**src/rtl/panel_correct_offset_sat_mc.sv**
```systemverilog
// panel_correct_offset_sat_mc: adds a per-coefficient signed offset to a
// streamed unsigned sample and saturates the sum to the unsigned DW-bit range.
// Latency 2 registers (sample/offset sum, then saturate); no backpressure, one sample per cycle.
// Ports:
//   clk, rst                       clock, async active-high reset
//   wr_en, wr_addr, wr_data        offset table write port (wr_data[DW-1:0] two's complement)
//   din_valid, din_coef, din       sample stream (din[DW-1:0] unsigned)
//   dout_valid, dout, dout_sat     result stream; dout_sat[1]=clipped high, [0]=clipped low
//   wr_err                         one-cycle pulse after a write to wr_addr >= NCOEF
// Optional: define PANEL_CORRECT_SAT_CNT_EN to add cnt_clr, sat_hi_cnt, sat_lo_cnt
//   (saturating counters of clipped-high / clipped-low results).
module panel_correct_offset_sat_mc #(
  parameter int DW    = 13,
  parameter int NCOEF = 9,
  parameter int AW    = 4
) (
  input  logic          clk,
  input  logic          rst,
  input  logic          wr_en,
  input  logic [AW-1:0] wr_addr,
  input  logic [15:0]   wr_data,
  input  logic          din_valid,
  input  logic [AW-1:0] din_coef,
  input  logic [15:0]   din,
  output logic          dout_valid,
  output logic [15:0]   dout,
  output logic [1:0]    dout_sat,
  output logic          wr_err
`ifdef PANEL_CORRECT_SAT_CNT_EN
  ,
  input  logic          cnt_clr,
  output logic [15:0]   sat_hi_cnt,
  output logic [15:0]   sat_lo_cnt
`endif
);

  localparam logic [AW:0] NCOEF_W = (AW+1)'(NCOEF);

  // Upper bits of the 16-bit buses carry nothing for this stage.
  logic unused_bits;
  assign unused_bits = ^{wr_data[15:DW], din[15:DW]};

  // ---------------------------------------------------------------------------
  // Offset table
  // ---------------------------------------------------------------------------
  logic [DW-1:0] off_tab [NCOEF];

  // Address decode is done by comparing against each entry's constant index so
  // out-of-range addresses simply match nothing.
  always_ff @(posedge clk or posedge rst) begin
    if (rst) begin
      for (int i = 0; i < NCOEF; i++) off_tab[i] <= '0;
    end else if (wr_en) begin
      for (int i = 0; i < NCOEF; i++) begin
        if (wr_addr == AW'(i)) off_tab[i] <= wr_data[DW-1:0];
      end
    end
  end

  always_ff @(posedge clk or posedge rst) begin
    if (rst) wr_err <= 1'b0;
    else     wr_err <= wr_en && ({1'b0, wr_addr} >= NCOEF_W);
  end

  // ---------------------------------------------------------------------------
  // Stage 1: offset lookup and widened sum
  // ---------------------------------------------------------------------------
  // The table is read combinationally, so a write in the same cycle is not
  // yet visible: the sample sees the old offset.
  logic [DW-1:0] sel_off;
  always_comb begin
    sel_off = '0;
    for (int i = 0; i < NCOEF; i++) begin
      if (din_coef == AW'(i)) sel_off = off_tab[i];
    end
  end

  // Two guard bits: bit DW+1 set means negative, bits 01 mean overflow above max.
  logic [DW+1:0] sum_d;
  assign sum_d = {2'b00, din[DW-1:0]} + {{2{sel_off[DW-1]}}, sel_off};

  logic          s1_vld;
  logic [DW+1:0] s1_sum;

  always_ff @(posedge clk or posedge rst) begin
    if (rst) begin
      s1_vld <= 1'b0;
      s1_sum <= '0;
    end else begin
      s1_vld <= din_valid;
      s1_sum <= din_valid ? sum_d : '0;
    end
  end

  // ---------------------------------------------------------------------------
  // Stage 2: saturate and zero-extend
  // ---------------------------------------------------------------------------
  logic [DW-1:0] res_d;
  logic [1:0]    sat_d;

  always_comb begin
    res_d = '0;
    sat_d = 2'b00;
    if (s1_vld) begin
      case (s1_sum[DW+1:DW])
        2'b00: begin
          res_d = s1_sum[DW-1:0];
          sat_d = 2'b00;
        end
        2'b01: begin
          res_d = '1;
          sat_d = 2'b10;
        end
        default: begin
          res_d = '0;
          sat_d = 2'b01;
        end
      endcase
    end
  end

  always_ff @(posedge clk or posedge rst) begin
    if (rst) begin
      dout_valid <= 1'b0;
      dout       <= '0;
      dout_sat   <= 2'b00;
    end else begin
      dout_valid <= s1_vld;
      dout       <= {{(16-DW){1'b0}}, res_d};
      dout_sat   <= sat_d;
    end
  end

`ifdef PANEL_CORRECT_SAT_CNT_EN
  // Counts results as they leave the block; clear wins over increment.
  always_ff @(posedge clk or posedge rst) begin
    if (rst) begin
      sat_hi_cnt <= '0;
      sat_lo_cnt <= '0;
    end else if (cnt_clr) begin
      sat_hi_cnt <= '0;
      sat_lo_cnt <= '0;
    end else begin
      if (dout_valid && dout_sat[1] && (sat_hi_cnt != 16'hFFFF)) sat_hi_cnt <= sat_hi_cnt + 16'd1;
      if (dout_valid && dout_sat[0] && (sat_lo_cnt != 16'hFFFF)) sat_lo_cnt <= sat_lo_cnt + 16'd1;
    end
  end
`endif

endmodule

```
**config.mk**
```make
export PLATFORM = sky130hd
export DESIGN_NAME = panel_correct_offset_sat_mc
export DESIGN_NICKNAME = d
export VERILOG_FILES = /design/src/rtl/panel_correct_offset_sat_mc.sv
export SDC_FILE = /design/constraint.sdc
export NUM_CORES = 1
export LEC_CHECK = 0
export BUFFER_PORTS_ARGS = -buffer_cell sky130_fd_sc_hd__buf_4
export CAP_MARGIN = 20
export CORE_MARGIN = 2
export CORE_UTILIZATION = 50
export CTS_CLUSTER_SIZE = 25
export DETAILED_ROUTE_END_ITERATION = 6
export PLACE_DENSITY_LB_ADDON = 0.3
export SLEW_MARGIN = 40
export SYNTH_ARGS = -nofsm -noshare
export SYNTH_HDL_FRONTEND = slang
export SYNTH_SLANG_ARGS = --single-unit
export TNS_END_PERCENT = 10
```
**constraint.sdc**
```tcl
create_clock -name clk -period 11 [get_ports clk]
set_input_delay 1.1 -clock clk [delete_from_list [all_inputs] [get_ports clk]]
set_output_delay 1.1 -clock clk [all_outputs]
set_load 0.02 [all_outputs]
```
==> out/results.ini, run 1 <==
[global_route]
grt_max_degree=95
globalRouteMet3Util=0.0504
grtUsageMet1=0.281
grt_pass1_wl_um=25600
grt_usage=0.224
top_usage_layer=met2
met2_usage=0.373
antenna_found_initial=0
overflow=0
grt_pass1_vias=5057

[power_and_ir_drop]
power_density_nw_per_um2=197
vdd_drop_max_mv=0.120
p_leak_uw=0.00378

[critical_path]
path_cells=buf_4 > nor2b_1 > buf_4 > nor3b_1 > o32ai_1 > a21oi_1 > o22a_1 > ha_1 > a211oi_1 > o21ai_1 > o311ai_0 > a21oi_1 > xor2_1 > and2_1
r2r-end=s1_sum[14]
endpoint_kind=flop
slowest_delay_ns=0.59
critPathKind=in2reg
path_max_fanout=22
r2r-start=off_tab[46]
startpoint_type=input pin
reg2reg_depth=13
critPathArrivalTime_ns=4.47
rrSetupSlack_ns=7.65
crit_required_ns=11.31
critPathSlowestCell=o311ai_0

[sta]
finalCritPeriodShare=0.378
slew_headroom=0.469
max_freq_mhz=240
final.setup.tns_ns=0
finClkSkew_ns=0.00856
slew_viol_final=0
layout_min_cycle_time_ns=4.16
tightest_slew_ns=0.796
rsz0062_at_grt=false
setup_viol=0
holdWs_ns=0.397
hold_viol_final=0

[worst_hold_path]
min_path_cells=0
holdPathEnd=dout_valid
hold_start=s1_vld
hp-class=reg2reg

[floorplanning]
pin_count=64
fp.coreArea_sq_um=13900
rows=43
die_y_um=124
fp.dieW_um=124
start_util=0.515
die-area_sq_um=15300

[clocking]
insertion_delay_ns=0.43
cts_hold_buffers=0
clock-sinks=150
ctsResizeCount=0
cts_buffers=17
cts_max_level=4
clock_path_buffers=2
cts_root_buffer=clkbuf_16
post-cts-setup-buffers=0
cts_tree=yes
path_clk_slew_ns=0.06

[yosys]
ys_ff_latch=150
yosys_warnings=0
synth_top_area_cell=dfrtp_1
synth_area_per_cell_sq_um=12.2
synth_edf_count=0
ys_top_cells_by_count=150 x dfrtp_1, 123 x mux2_2, 43 x nor2_1
ys_seq_area_frac=0.523
netlist_area_sq_um=7180
yosys-top-cells-area=dfrtp_1 52%, mux2_2 19%, ha_1 2.8%, nor2_1 2.2%, a22oi_1 2.2%
async_reset_ff_frac=1.00
synth_cell_type_count=57
synth_flop_cell=dfrtp_1
yosysMostFrequentCell=dfrtp_1
synth_top_area_frac=0.523
syn_inst=590

[cells_and_area]
regArea_sq_um=3750
syn_to_final_growth_pct=16.2
nets=700
antennaDiodeCount=0
final_util=0.599
final_area_sq_um=8340
drive_gt1_frac=0.347
fillers=1111
multiInputGateArea_sq_um=3250

[job]
drv_cap=0

[placement]
place.gp.congestion=0.854
placed_area_sq_um=7700
portBuffers=54
dp_hpwl_um=10500

[route]
vias=4864
ant_nets=0
post-route-drc-count=0
drt_iter0_drc=311
drt-total-wl_um=15700
wl_per_cell_um=18.9
drtPass1Iterations=4
avgViaCountPerCell=5.85

[run_status]
outcome=complete, no violations

area by class of cell:
type / instances / share of cell area
flip-flops and latches: 150 / 0.450
multi-input cells: 402 / 0.389
inverters: 10 / 0.00540
clock inverters: 11 / 0.0208
well taps: 180 / 0.0270
clock buffers: 21 / 0.0552
repair buffers: 58 / 0.0522
report_power, final:
group	switching (uW)	internal (uW)
Clock	223	392
Sequential	57.4	670
Combinational	141	159
Total	422	1220
critical path: cells and delay by family:
family                     cells  cell delay, ns
buffers and inverters          2            0.50
and+or+nand+nor                3            0.63
adders and majority gates      1            0.24
AOI/OAI and AO/OA              7            1.81
xor gates and xnor gates       1            0.18
registers in the layout, indices dropped and copies added, names as in the netlist:
signal	cells
off_tab	117
s1_sum	15
dout	13
dout_sat	2
dout_valid	1
s1_vld	1
wr_err	1
through the flow:
stage                     power (uW)  std cells  setup WS [ns]
final                           1640        832           6.84
after global routing            1720        832           6.48
after CTS                       1650        831           6.86
after detailed placement        1040        799           6.43
after global placement          1010        799           6.21
after floorplan                  946        592           5.86
how the worst max path moves through the flow:
stage               slack [ns]          to         from
floorplan                 5.86     dout[0]          rst
global placement          6.21  s1_sum[14]  din_coef[2]
detailed placement        6.43  s1_sum[14]  din_coef[2]
CTS                       6.86  s1_sum[14]  din_coef[2]
global route              6.48  s1_sum[13]  din_coef[1]
finish                    6.84  s1_sum[13]  din_coef[1]
placed cells by master, fill, tap and decap left out, types with 4 or more instances in the layout:
cell       instances
nand2b_1           8
o21ai_0           11
clkbuf_16         17
buf_4             58
and3_1             5
inv_1              9
a21oi_1           28
nor3b_1            4
nor2_1            42
ha_1              16
dfrtp_1          150
xor2_1             4
mux2_2           123
mux2i_1            6
nand3_1            4
nand2_1           29
and2_1            13
a22oi_1           21
bufinv_16          4
xnor2_1            6
o21a_1             4
nor2b_1           10
o22ai_1           13
kinds of logic (layout without fill, tap and decap cells):
family                   after synthesis  count (layout)  synth area share
multiplexers                         132             132             0.210
flip-flops                           150             150             0.523
other                                  1               3          0.000523
buffers and inverters                 40             100            0.0281
adder cells (fa/ha/maj)               17              17            0.0307
AO/OA/AOI/OAI                        111             111             0.109
AND/OR/NAND/NOR                      129             129            0.0872
XOR/XNOR                              10              10            0.0122
per-layer routing:
metal	wire length, um	share of wire	vias to the layer above
met5	0	0	-
met4	335	0.021	0
met3	684	0.044	27
met2	7970	0.51	108
met1	6720	0.43	2497
li1	-	-	2232
No activity file was read; power rests on OpenSTA's default activity.
==> run 2: changes to the inputs <==
==> constraint.sdc (replaced) <==
create_clock -name clk -period 4 [get_ports clk]
set_input_delay 0.4 -clock clk [delete_from_list [all_inputs] [get_ports clk]]
set_output_delay 0.4 -clock clk [all_outputs]
set_load 0.02 [all_outputs]
==> out/results.ini, run 2 (synthesis gave the netlist of run 1 again) <==
[clocking]
cts_hold_buffers=0
ctsResizeCount=0
cts_tree=yes
clock_path_buffers=2
cts_max_level=4
post-cts-setup-buffers=0
cts_root_buffer=clkbuf_16
clock-sinks=150
path_clk_slew_ns=0.06
insertion_delay_ns=0.42
cts_buffers=17

[route]
avgViaCountPerCell=5.84
drt-total-wl_um=15900
drtPass1Iterations=5
drt_iter0_drc=436
post-route-drc-count=0
wl_per_cell_um=19.0
vias=4888
ant_nets=0

[sta]
max_freq_mhz=291
tightest_slew_ns=0.802
hold_viol_final=0
final.setup.tns_ns=0
finClkSkew_ns=0.00736
slew_viol_final=0
rsz0062_at_grt=false
finalCritPeriodShare=0.859
slew_headroom=0.464
layout_min_cycle_time_ns=3.43
setup_viol=0

[power_and_ir_drop]
switching_share=0.248
switching_power_uw=1160
vdd_drop_max_mv=0.358
p_seq_frac=0.427
clkPwrFrac=0.395
power_uw=4700
p_int_uw=3530
pwr-share-comb=0.178
p_leak_uw=0.00383
power_density_nw_per_um2=556

[critical_path]
slowest_delay_ns=0.61
critPathArrivalTime_ns=3.74
cp_common_cell=a21oi_1
path_max_fanout=20
path_cells=buf_4 > nor2_1 > and3_1 > a21oi_1 > a21oi_1 > ha_1 > o211ai_1 > o21ai_1 > o311ai_0 > a21oi_1 > xor2_1 > and2_1
critPathKind=in2reg
crit_required_ns=4.31
rrSetupSlack_ns=0.74
critPathSlowestCell=o311ai_0
endpoint_kind=flop
startpoint_type=input pin

[cells_and_area]
syn_to_final_growth_pct=17.7
fillers=1109
layout_commonest_cell=dfrtp_1
largest_reg_flops=117
reg_top3=off_tab: 117 flops, s1_sum: 15 flops, dout: 13 flops
final_cell_mix=150 x dfrtp_1, 123 x mux2_2, 61 x buf_4
regMostFlops=off_tab
nets=705
drive_gt1_frac=0.352
final_util=0.606
multiInputGateArea_sq_um=3250
antennaDiodeCount=0
regArea_sq_um=3750
final_cells=837

[floorplanning]
pin_count=64
die_y_um=124
fp.dieW_um=124
start_util=0.515
die-area_sq_um=15300
rows=43
fp.coreArea_sq_um=13900

[global_route]
met2_usage=0.379
grtUsageMet1=0.275
overflow=0
grt_pass1_wl_um=25800
globalRouteMet3Util=0.0426
grt_usage=0.223
top_usage_layer=met2
grt_pass1_vias=5135
grt_max_degree=122
antenna_found_initial=0

[run_status]
outcome=complete, no violations

[placement]
portBuffers=54
dp_hpwl_um=10600
place.gp.congestion=0.846
dp.cells=804

[job]
drv_cap=0

[worst_hold_path]
hp-class=in2async

==> run 2: final cells by class <==
cell class,instances,share of cell area
clock buffer,19,0.0524
clock inverter,13,0.0298
inverter,10,0.00489
multi-input combinational,402,0.384
sequential,150,0.444
tap,180,0.0267
timing repair buffer,63,0.0579
==> run 2: per-layer routing <==
layer,part of all wire,routed length [um]
met2,0.50,7880
met3,0.041,651
met1,0.43,6910
met4,0.029,463
met5,0,0
==> run 2: power by group through the flow <==
stage | logic, uW | registers (uW) | clock network [uW]
after detailed placement | 832 | 2020 | 0
after floorplan | 598 | 2000 | 0
after CTS | 839 | 2000 | 1880
after global placement | 793 | 2000 | 0
final | 835 | 2000 | 1860
after global routing | 922 | 2040 | 1940
==> run 2: path summary, 6_finish.rpt <==
kind,start,cells after the start,endpoint
worst min register to register,s1_vld,0,dout_valid
worst min-delay path,rst,2,dout_valid
worst max-delay path,din_coef[2],12,s1_sum[13]
min in group clk,din_valid,1,s1_vld
max in group asynchronous,rst,3,off_tab[26]
worst max register to register,off_tab[46],13,s1_sum[14]
==> run 2: through the flow <==
| step | setup slack [ns] | cell area (sq um) | hold slack (ns) |
|---|---|---|---|
| floorplan | 0.975 | 7190 | 0.367 |
| global placement | 0.378 | 7730 | 0.372 |
| detailed placement | 0.301 | 7740 | 0.376 |
| CTS | 0.644 | 8440 | 0.0842 |
| global route | 0.418 | 8450 | 0.115 |
| finish | 0.566 | 8450 | 0.0688 |
==> run 2: worst max-delay path, delay by kind of cell <==
family / cells / cell delay (ns)
fa+ha+maj: 1 / 0.32
simple gates: 3 / 1.20
buf+inv: 1 / 0.19
compound gates: 6 / 1.42
xor+xnor: 1 / 0.19
